===== config.mk =====
export PLATFORM = sky130hd
export DESIGN_NAME = modcounter
export DESIGN_NICKNAME = d
export VERILOG_FILES = /design/src/rtl/modcounter.sv
export SDC_FILE = /design/constraint.sdc
export NUM_CORES = 1
export LEC_CHECK = 0
export CAP_MARGIN = 25
export CORE_ASPECT_RATIO = 1.5
export CORE_UTILIZATION = 44
export DETAILED_ROUTE_END_ITERATION = 6
export PLACE_DENSITY_LB_ADDON = 0.1
export REMOVE_ABC_BUFFERS = 1
export SETUP_SLACK_MARGIN = 0.05
export SLEW_MARGIN = 20
export SYNTH_ARGS = -nofsm -noshare
export SYNTH_HDL_FRONTEND = slang
export SYNTH_SLANG_ARGS = --single-unit

===== constraint.sdc =====
create_clock -name clk -period 2.13 [get_ports clk]
set_input_delay 0.426 -clock clk [delete_from_list [all_inputs] [get_ports clk]]
set_output_delay 0.426 -clock clk [all_outputs]
set_load 0.1 [all_outputs]

===== src/rtl/modcounter.sv =====
// modcounter: modulo-T up/down counter with an enable prescaler, synchronous
// clear/load, wrap or saturate at the boundaries, and a registered one-cycle
// terminal-count pulse (tc) for cascading counters.
//
// Optional feature: define MODCOUNTER_COMPARE_EN to add the cmp_val input and
// the registered cmp_hit output (high exactly while count == cmp_val).
//
// Priority on each rising edge: rst > clr > load > step.
module modcounter #(
  parameter int T        = 1024,
  parameter int W        = 10,
  parameter int PRESCALE = 1
) (
  input  logic         clk,
  input  logic         rst,
  input  logic         ena,
  input  logic         clr,
  input  logic         load,
  input  logic [W-1:0] load_val,
  input  logic         dir,
  input  logic         sat,
`ifdef MODCOUNTER_COMPARE_EN
  input  logic [W-1:0] cmp_val,
  output logic         cmp_hit,
`endif
  output logic [W-1:0] count,
  output logic         tc
);

  // Reject configurations where the count range does not fit or is degenerate.
  generate
    if ((T < 2) || (PRESCALE < 1) || (W < 1) || ((W < 31) && ((1 << W) < T))) begin : g_bad_params
      $error("modcounter: illegal parameters (need T >= 2, PRESCALE >= 1, 2**W >= T)");
    end
  endgenerate

  localparam logic [W-1:0] CNT_MAX  = W'(T - 1);
  localparam logic [W-1:0] CNT_ZERO = {W{1'b0}};
  localparam logic [W-1:0] CNT_ONE  = {{(W-1){1'b0}}, 1'b1};

  // Load values beyond the modulus are pinned to the top of the range.
  function automatic logic [W-1:0] clamp_load(input logic [W-1:0] v);
    logic [W-1:0] r;
    if (v > CNT_MAX) begin
      r = CNT_MAX;
    end else begin
      r = v;
    end
    return r;
  endfunction

  logic         step_s;
  logic [W-1:0] count_nxt_s;
  logic         tc_nxt_s;

  // ---------------------------------------------------------------------------
  // Prescaler: a step fires on every PRESCALE-th accepted ena pulse. Load does
  // not touch it, so ena during a load still counts toward the next step.
  // ---------------------------------------------------------------------------
  generate
    if (PRESCALE > 1) begin : g_pre
      localparam int             PW     = $clog2(PRESCALE);
      localparam logic [PW-1:0]  P_LAST = PW'(PRESCALE - 1);
      localparam logic [PW-1:0]  P_ZERO = {PW{1'b0}};
      localparam logic [PW-1:0]  P_ONE  = {{(PW-1){1'b0}}, 1'b1};

      logic [PW-1:0] p_r;
      logic [PW-1:0] p_nxt_s;

      // Next prescaler value: clear discards progress, ena advances/rolls over.
      always_comb begin
        p_nxt_s = p_r;
        if (clr) begin
          p_nxt_s = P_ZERO;
        end else if (ena) begin
          if (p_r == P_LAST) begin
            p_nxt_s = P_ZERO;
          end else begin
            p_nxt_s = p_r + P_ONE;
          end
        end else begin
          p_nxt_s = p_r;
        end
      end

      // Prescaler register with synchronous reset.
      always_ff @(posedge clk) begin
        if (rst) begin
          p_r <= P_ZERO;
        end else begin
          p_r <= p_nxt_s;
        end
      end

      assign step_s = ena && (p_r == P_LAST);
    end else begin : g_nopre
      assign step_s = ena;
    end
  endgenerate

  // ---------------------------------------------------------------------------
  // Next count and terminal-count pulse. tc flags any step taken from the
  // terminal value, so in saturate mode every blocked step re-pulses it.
  // ---------------------------------------------------------------------------
  always_comb begin
    count_nxt_s = count;
    tc_nxt_s    = 1'b0;
    if (clr) begin
      count_nxt_s = CNT_ZERO;
      tc_nxt_s    = 1'b0;
    end else if (load) begin
      count_nxt_s = clamp_load(load_val);
      tc_nxt_s    = 1'b0;
    end else if (step_s) begin
      if (dir) begin
        if (count == CNT_MAX) begin
          tc_nxt_s = 1'b1;
          if (sat) begin
            count_nxt_s = CNT_MAX;
          end else begin
            count_nxt_s = CNT_ZERO;
          end
        end else begin
          count_nxt_s = count + CNT_ONE;
        end
      end else begin
        if (count == CNT_ZERO) begin
          tc_nxt_s = 1'b1;
          if (sat) begin
            count_nxt_s = CNT_ZERO;
          end else begin
            count_nxt_s = CNT_MAX;
          end
        end else begin
          count_nxt_s = count - CNT_ONE;
        end
      end
    end else begin
      count_nxt_s = count;
      tc_nxt_s    = 1'b0;
    end
  end

  // Output registers for count and tc.
  always_ff @(posedge clk) begin
    if (rst) begin
      count <= CNT_ZERO;
      tc    <= 1'b0;
    end else begin
      count <= count_nxt_s;
      tc    <= tc_nxt_s;
    end
  end

`ifdef MODCOUNTER_COMPARE_EN
  // Compare against the value count is about to take, so cmp_hit lines up
  // with the cycles in which count equals cmp_val.
  always_ff @(posedge clk) begin
    if (rst) begin
      cmp_hit <= (cmp_val == CNT_ZERO);
    end else begin
      cmp_hit <= (count_nxt_s == cmp_val);
    end
  end
`endif

endmodule


==> run metrics <==
crit-path max cell delay=490 ps; run status=finished with violations; depth of the critical timing path with buffers and inverters included=7; cell area after layout=roughly 1600 sq um; clock-pin slew of the registers on the worst-case setup and hold paths=around 80 ps; Storage cell area=around 220 sq um; maxcap violations=0; worst hold endpoint=count[1]$_SDFFE_PP0P_; reg2reg start=count[0]$_SDFFE_PP0P_; total count of max-transition violations in the final report=0; fraction of registers with async set or reset after synthesis=0; multi-input gate area in the final layout=847 sq um; origin of the worst min-delay path=count[1]$_SDFFE_PP0P_; clock root buffer=sky130_fd_sc_hd__clkbuf_4; reg-to-reg critical path endpoint=count[0]$_SDFFE_PP0P_; number of distinct standard cells referenced by the synthesized netlist=48; Power Dens Cells=around 460 nW/um^2; area growth from synthesis to layout=44.5%; number of buffers inserted for hold repair after clock tree synthesis=0; slowest cell on the critical path=sky130_fd_sc_hd__or4b_4; Starting DRT DRC Count=51; Netlist Area Pre-Place=about 1100 sq um; Horiz. Die Dim=43.1 um; Yosys warning total=0; total clock buffers created by CTS=3; count of inserted antenna diode cells=0; CP max FO=4; met3 usage=0.0544; hpwl dp=between 2000 and 3000 um; share of the yosys chip area belonging to registers=0.197; utilization of the core after routing=0.666; fin nets=around 210; critical path required time=approximately 2300 ps; hold violation count in the final report=0; wire length of the first global-routing pass=~5800 um; achievable clock frequency=~500 MHz; global route total overflow=0; Post-Place Setup Slack=between 80 and 90 ps; Max Root-Sink Buffers=2; later-pin clock latency in the skew report=280 ps; maximum number of pins on one net before global-route repair=13; Placement Cell Area=about 1500 sq um; slew margin rel.=0.603; slew at the pin closest to its max-slew limit=587 ps; Post-Syn Instances=around 150; EDFF count, synth=0; Antenna Nets Post-Route=0; number of cell instances on the worst register-to-register path=7; final-report setup violation count=0; Leak=0.657 nW; Tot GR Track Use=0.277; min-delay worst type=flip-flop to flip-flop; number of antenna violations at the first check in global routing=0; violations in the final reports=DRC; clock tree from TritonCTS=built; drt first pass iters=6; worst-case vdd ir drop=~420 uV; floorplan core area=about 2400 sq um; Data arrival, critical path=approximately 2100 ps; maximum level of the CTS H-tree=1; post-synthesis average cell area=between 7 and 8 sq um; global-route met2 utilization=0.463; leading register cell type out of synthesis=sky130_fd_sc_hd__dfxtp_1; DRC errors left=1; fillers=approximately 210; Top Family by Delay on Critical Path=simple AND/OR/NAND/NOR gates; startpoint type of the worst setup path=flip-flop; final weighted congestion in routability-driven placement=approximately 0.92; fraction of final layout cells sized beyond drive strength 1=0.277; Crit Path Class=flip-flop to flip-flop; type of element capturing the critical path=flip-flop; setup slack, reg-to-reg=about 150 ps; instance count along the most critical hold path=2; site row count=22; total wire length=3620 um; met1 global-route usage=0.305; RSZ-0062 raised after global routing=no; post-synthesis sequential element count=11; CP Buf/Inv Count=1; Clock Sink Count=11; crit path cell chain=inv_1 > ha_2 > or4b_4 > or3_4 > o211a_1 > o21ai_1 > a31oi_1; final cycle utilization of the critical path=0.931; final routed wire length divided by cell count=~17 um; initial cell density of the core=0.461; via count of the first global-routing pass=~1300; post-route clock skew=around 6.4 ps; time the worst path needs with I/O delays and setup=1980 ps; routed via count=about 1300; average via count per standard cell=around 6.3; vertical die dimension=around 64 um; Ports=28; area of the die=2750 sq um; most heavily used metal layer in global routing=met2; setup ws final=147 ps; IO buf count=27
routing by layer:
layer	wire length [um]	share of wire
met1	1380	0.38
met2	1870	0.52
met3	154	0.043
met4	221	0.061
met5	0	0
registers in the layout, indices dropped and copies added, names as in the netlist:
signal  flops
count      10
tc          1
cells in the mapped netlist (3+ instances only):
master / count / area, sq um
sky130_fd_sc_hd__a21oi_1: 15 / 75.1
sky130_fd_sc_hd__dfxtp_1: 11 / 220
sky130_fd_sc_hd__nor2_1: 11 / 41.3
sky130_fd_sc_hd__and3_1: 10 / 62.6
sky130_fd_sc_hd__nand3_1: 8 / 40.0
sky130_fd_sc_hd__o21ai_0: 8 / 40.0
sky130_fd_sc_hd__nand2_1: 7 / 26.3
sky130_fd_sc_hd__buf_2: 6 / 30.0
sky130_fd_sc_hd__clkbuf_1: 6 / 22.5
sky130_fd_sc_hd__inv_1: 6 / 22.5
sky130_fd_sc_hd__xnor2_1: 6 / 52.6
sky130_fd_sc_hd__o211ai_1: 5 / 37.5
sky130_fd_sc_hd__nor4_1: 4 / 25.0
sky130_fd_sc_hd__mux2_2: 3 / 33.8
sky130_fd_sc_hd__nor3_2: 3 / 30.0
metrics by stage:
stage / hold WS [ps] / std cells / setup TNS [ps] / total power, mW
6_report: 653 / 212 / 0 / 0.749
5_1_grt: 695 / 212 / 0 / 0.784
4_1_cts: 651 / 212 / 0 / 0.736
3_5_place_dp: 636 / 208 / 0 / 0.577
3_3_place_gp: 624 / 208 / 0 / 0.573
2_1_floorplan: 524 / 139 / -3710 / 0.437
how the worst max path moves through the flow:
stage / startpoint / end
after floorplan: count[0]$_SDFFE_PP0P_ / count[1]$_SDFFE_PP0P_
after global placement: count[0]$_SDFFE_PP0P_ / count[2]$_SDFFE_PP0P_
after detailed placement: count[0]$_SDFFE_PP0P_ / count[5]$_SDFFE_PP0P_
after CTS: count[0]$_SDFFE_PP0P_ / count[8]$_SDFFE_PP0P_
after global routing: count[0]$_SDFFE_PP0P_ / count[2]$_SDFFE_PP0P_
final: count[0]$_SDFFE_PP0P_ / count[0]$_SDFFE_PP0P_
layout by cell type, fill, tap and decap left out, types with 3 or more instances in the layout:
| cell | n |
|---|---|
| sky130_fd_sc_hd__a21oi_1 | 15 |
| sky130_fd_sc_hd__and3_1 | 10 |
| sky130_fd_sc_hd__buf_12 | 7 |
| sky130_fd_sc_hd__buf_4 | 22 |
| sky130_fd_sc_hd__clkbuf_4 | 3 |
| sky130_fd_sc_hd__clkdlybuf4s50_1 | 16 |
| sky130_fd_sc_hd__dfxtp_1 | 10 |
| sky130_fd_sc_hd__inv_1 | 6 |
| sky130_fd_sc_hd__mux2_2 | 3 |
| sky130_fd_sc_hd__nand2_1 | 7 |
| sky130_fd_sc_hd__nand3_1 | 8 |
| sky130_fd_sc_hd__nor2_1 | 11 |
| sky130_fd_sc_hd__nor4_1 | 3 |
| sky130_fd_sc_hd__o211ai_1 | 5 |
| sky130_fd_sc_hd__o21ai_0 | 7 |
| sky130_fd_sc_hd__xnor2_1 | 6 |
logic make-up after synthesis:
logic type,share of synthesized area
mux,0.0303
fa+ha+maj,0.0224
xor+xnor,0.0628
simple gates,0.308
flops,0.197
buf+inv,0.0807
compound gates,0.298
worst min-delay path, cell delays in order (launching register included):
cell,delay (ps)
sky130_fd_sc_hd__dfxtp_1,340
sky130_fd_sc_hd__o21ai_0,210
sky130_fd_sc_hd__o31ai_2,60
timing repair:
item	4_1_cts	5_1_grt
endpoints found under the setup margin	1	6
buffers inserted	0	0
gates resized for setup	1	8
pin swaps	0	3
endpoints found under the hold margin	0	0
power breakdown:
part           switching (mW)  internal (mW)
sequential             0.0159          0.216
clock                  0.0821         0.0727
combinational           0.208          0.155
area by class of cell:
cell class,count,area share
multi-input combinational,122,0.525
timing repair buffer,45,0.289
sequential,11,0.137
tap,24,0.0186
clock buffer,4,0.0163
inverter,6,0.0140
(Power assumes the default switching activity.)
